===== src/rtl/serial_arith_pkg.sv =====
`default_nettype none
// ============================================================================
// serial_arith_pkg : shared types and defaults for the bit-serial arithmetic units
// Revision: 1.0
// ============================================================================
package serial_arith_pkg;

    typedef enum logic [1:0] {
        IDLE  = 2'd0,
        SHIFT = 2'd1,
        DONE  = 2'd2
    } ser_state_t;

    localparam int SER_DEFAULT_WIDTH = 8;

endpackage
`default_nettype wire


===== src/rtl/full_subtractor.sv =====
`default_nettype none
// ============================================================================
// full_subtractor : one-bit combinational subtract cell, d = x - y - bin
// Revision: 1.0
// ============================================================================
module full_subtractor (
    input  logic x,
    input  logic y,
    input  logic bin,
    output logic d,
    output logic bout
);

    assign d    = x ^ y ^ bin;
    assign bout = (~x & y) | (~(x ^ y) & bin);

endmodule
`default_nettype wire


===== src/rtl/serial_subtractor.sv =====
`default_nettype none
// ============================================================================
// serial_subtractor : bit-serial a - b, LSB first, WIDTH-cycle latency
// Revision: 1.0
// ============================================================================
module serial_subtractor
    import serial_arith_pkg::*;
#(
    parameter int WIDTH = SER_DEFAULT_WIDTH
) (
    input  logic             clk,
    input  logic             rst,
    input  logic             in_valid,
    output logic             in_ready,
    input  logic [WIDTH-1:0] a,
    input  logic [WIDTH-1:0] b,
    output logic             out_valid,
    input  logic             out_ready,
    output logic [WIDTH-1:0] diff,
    output logic             borrow,
    output logic             overflow
);

    localparam int                CNT_W    = (WIDTH > 1) ? $clog2(WIDTH) : 1;
    localparam logic [CNT_W-1:0]  CNT_LAST = CNT_W'(WIDTH - 1);

    ser_state_t       r_state;
    logic [WIDTH-1:0] r_a;
    logic [WIDTH-1:0] r_b;
    logic [WIDTH-1:0] r_diff;
    logic             r_borrow;
    logic             r_ovf;
    logic             r_a_msb;
    logic             r_b_msb;
    logic [CNT_W-1:0] r_cnt;
    logic             w_d;
    logic             w_bout;

    full_subtractor u_fs (
        .x    (r_a[0]),
        .y    (r_b[0]),
        .bin  (r_borrow),
        .d    (w_d),
        .bout (w_bout)
    );

    always_ff @(posedge clk) begin
        if (rst) begin
            r_state  <= IDLE;
            r_a      <= '0;
            r_b      <= '0;
            r_diff   <= '0;
            r_borrow <= 1'b0;
            r_ovf    <= 1'b0;
            r_a_msb  <= 1'b0;
            r_b_msb  <= 1'b0;
            r_cnt    <= '0;
        end else begin
            case (r_state)
                IDLE: begin
                    if (in_valid) begin
                        r_a      <= a;
                        r_b      <= b;
                        r_a_msb  <= a[WIDTH-1];
                        r_b_msb  <= b[WIDTH-1];
                        r_borrow <= 1'b0;
                        r_cnt    <= '0;
                        r_state  <= SHIFT;
                    end
                end
                SHIFT: begin
                    // Result fills from the MSB side so bit 0 lands in place after WIDTH shifts
                    r_diff   <= {w_d, r_diff[WIDTH-1:1]};
                    r_borrow <= w_bout;
                    r_a      <= r_a >> 1;
                    r_b      <= r_b >> 1;
                    r_cnt    <= r_cnt + 1'b1;
                    if (r_cnt == CNT_LAST) begin
                        // w_d is the result MSB on the final bit
                        r_ovf   <= (r_a_msb ^ r_b_msb) & (w_d ^ r_a_msb);
                        r_state <= DONE;
                    end
                end
                DONE: begin
                    if (out_ready) begin
                        r_state <= IDLE;
                    end
                end
                default: r_state <= IDLE;
            endcase
        end
    end

    assign in_ready  = (r_state == IDLE) && !rst;
    assign out_valid = (r_state == DONE);
    assign diff      = r_diff;
    assign borrow    = r_borrow;
    assign overflow  = r_ovf;

endmodule
`default_nettype wire


===== config.mk =====
export PLATFORM = sky130hd
export DESIGN_NAME = serial_subtractor
export DESIGN_NICKNAME = d
export VERILOG_FILES = /design/src/rtl/serial_arith_pkg.sv /design/src/rtl/full_subtractor.sv /design/src/rtl/serial_subtractor.sv
export SDC_FILE = /design/constraint.sdc
export NUM_CORES = 1
export LEC_CHECK = 0
export ABC_AREA = 1
export CAP_MARGIN = 30
export CORE_UTILIZATION = 45
export CTS_CLUSTER_SIZE = 40
export DETAILED_ROUTE_END_ITERATION = 8
export HOLD_SLACK_MARGIN = 0.15
export PLACE_DENSITY = 0.74
export SLEW_MARGIN = 20
export SYNTH_ARGS = -nofsm -noshare
export SYNTH_HDL_FRONTEND = slang
export SYNTH_HIERARCHICAL = 1
export SYNTH_SLANG_ARGS = --single-unit

===== constraint.sdc =====
create_clock -name clk -period 1.3 [get_ports clk]
set_input_delay 0.26 -clock clk [delete_from_list [all_inputs] [get_ports clk]]
set_output_delay 0.26 -clock clk [all_outputs]
set_load 0.01 [all_outputs]

==> results.md <==
- Outcome: finished with violations
- Failing checks: setup timing
- Final Total Pwr: 0.00242 W
- MaxCap Viol Count: 0
- Design area: roughly 2100 um^2
- Clock sinks: 33
- Die Area: 3690 um^2
- Drt pass-1 iters: 4
- Minimum clock period after layout: 1.35 ns
- RSZ-0062 raised after global routing: true
- WP data required: 1.55 ns
- Avg Synthesized Cell Area: 6.55 um^2
- CP Capture Type: flip-flop
- Drt via density: 4.61
- Final nets: 299
- Cells after Synth: 237
- WL met1: 1520 um
- Area grow syn2layout: 34.1%
- H-Tree Depth: 2
- Seq/Total Area, Yosys: 0.425
- Kind of critical path: flip-flop to flip-flop
- Warnings from Yosys: 6
- Grt ovf: 0
- Skew final: 0.00814 ns
- Die Ht: 60.7 um
- Startpoint Class: flip-flop
- Initial Util: 0.492
- Vias in the first global route: 1268
- Core footprint: 3150 um^2
- CTS Buf Count: 5
- Worst min-delay path class: flip-flop to flip-flop
- Yosys cell types: 18
- Critical path fanouts, max: 3
- Layout cells sized above 1: 0.152
- Final setup fails: 2
- IO Count: 32
- First-pass GRT wire length: 5390 um
- DRC Markers: 0
- Max frequency: 0.743 GHz
- Met3 wire length: around 150 um
- Hold Fails Final Rpt: 0
- DR top layer: met4
- Peak VDD IR: 896 uV
- R2r setup slk: -0.05 ns
- Final Max Tran Viols: 0
- Worst-margin pin slew: 0.227 ns
- Arr. time, crit path: 1.60 ns
- P per Cell Area: around 1200 nW/um^2
- Max-slew headroom: 0.847
- ANT nets after route: 0
- Post-CTS Hold Buffers: 0
- GR Util All Layers: 0.206
- Met2 routed WL: 1530 um
- GPL Wtd Cong: about 0.77
- Worst hold slack: 0.469 ns
- Diodes inserted: 0
- Iteration-0 DRC Markers: 74
- Drt total wl: 3290 um
- Largest net degree at the start of global routing: 31
- Die X: just over 60 um
- Post-Syn Area: approximately 1600 um^2
- Via count: 1481
- Row count: 20
- Fin util: 0.660
- Setup ws final: -0.0468 ns
- Wire per inst: 10.2 um
- Synthesized flop and latch total: 33
- Clock Tree Buf Depth: 2
- DP HPWL: approximately 2100 um
- Skew-Pair Late Insertion Delay: 0.35 ns
- Leak: roughly 1.0 nW
- CTS Root Cell: clkbuf_4
- CTS tree: built
- Clk slew on worst S/H paths: 0.10 ns
- Port bufs: 31
- Initial antenna violation count: 0
- Fillcell total: 307
- Tcrit/Tclk final: 1.04
- Syn_nets: 260
- DP Area: roughly 2000 um^2
-- kinds of logic (layout without fill, tap and decap cells) --
family / after synthesis / after routing / share of synthesized area
AND/OR/NAND/NOR: 140 / 140 / 0.357
AO/OA/AOI/OAI: 20 / 20 / 0.0717
adder cells (fa/ha/maj): 3 / 3 / 0.0290
flip-flops: 33 / 33 / 0.425
buffers and inverters: 41 / 81 / 0.117
-- cell type report --
type	count	area, um^2	area share
clock buffers	7	55.1	0.0264
clock inverters	1	30.0	0.0144
inverters	29	113	0.0541
multi-input cells	163	734	0.353
flip-flops and latches	33	668	0.321
well taps	44	55.1	0.0264
repair buffers	44	427	0.205
-- through the flow --
stage	TNS (ns)	setup slack [ns]	std cells
detailed placement	-2.82	-0.314	310
CTS	-0.150	-0.0874	320
global route	-0.216	-0.105	321
floorplan	0	0.0242	237
finish	-0.0734	-0.0468	321
global placement	-2.60	-0.324	310
-- registers in the layout, summed over array words and instances (netlist names) --
register	flops
borrow	1
r_b_msb	1
overflow	1
r_a	8
diff	8
r_state	2
r_b	8
r_cnt	3
r_a_msb	1
-- power by group --
| group | total, W | switching, W | internal, W |
|---|---|---|---|
| combinational | 0.000476 | 0.000247 | 0.000228 |
| clock | 0.000808 | 0.000349 | 0.000459 |
| sequential | 0.00114 | 0.0000455 | 0.00109 |
-- synthesized netlist by cell type --
| library cell | count | area [um^2] |
|---|---|---|
| a21oi_1 | 10 | 50.1 |
| buf_1 | 1 | 3.75 |
| buf_2 | 4 | 20.0 |
| buf_4 | 4 | 30.0 |
| buf_6 | 1 | 11.3 |
| clkbuf_1 | 2 | 7.51 |
| dfxtp_1 | 33 | 661 |
| fa_1 | 1 | 20.0 |
| ha_1 | 2 | 25.0 |
| inv_1 | 28 | 105 |
| inv_2 | 1 | 3.75 |
| nand2_1 | 70 | 263 |
| nand2_2 | 1 | 6.26 |
| nand3_1 | 20 | 100 |
| nor2_1 | 48 | 180 |
| nor3_1 | 1 | 5.00 |
| o21ai_0 | 9 | 45.0 |
| o21ai_4 | 1 | 16.3 |
-- worst max-delay path, cell delays in order, from the launching register on --
cell and delay [ns]:
dfxtp_2 0.35, inv_2 0.04, fa_2 0.61, inv_2 0.05
nand3_2 0.05, nand3_2 0.06, nand2_1 0.06, inv_1 0.03
-- cells in the final DEF (no fill, tap or decap), drive strengths merged --
| cell type | count |
|---|---|
| a21oi | 10 |
| buf | 16 |
| bufinv | 1 |
| clkbuf | 7 |
| clkdlybuf4s50 | 19 |
| clkinvlp | 1 |
| dfxtp | 33 |
| dlygate4sd2 | 9 |
| fa | 1 |
| ha | 2 |
| inv | 28 |
| nand2 | 71 |
| nand3 | 20 |
| nor2 | 48 |
| nor3 | 1 |
| o21ai | 10 |
-- layer usage --
layer / vias to the layer above / global-route usage
met2: 34 / 0.338
met5: - / 0
met4: 0 / 0.127
met1: 638 / 0.247
li1: 798 / -
met3: 11 / 0.0448
-- worst paths after layout --
check,to,depth (start not counted),from
setup / recovery,overflow,7,r_b[0]
hold / removal,r_cnt[2],2,r_cnt[2]
setup reg to reg,overflow,7,r_b[0]
hold reg to reg,r_cnt[2],2,r_cnt[2]
-- timing repair --
| item | in CTS | in global routing |
|---|---|---|
| setup endpoints to repair | 20 | 32 |
| gates resized for setup | 23 | 19 |
| buffers inserted | 2 | 1 |
| pin swaps | 4 | 1 |
| endpoints found under the hold margin | 0 | 0 |
No activity file was read; power rests on OpenSTA's default activity.
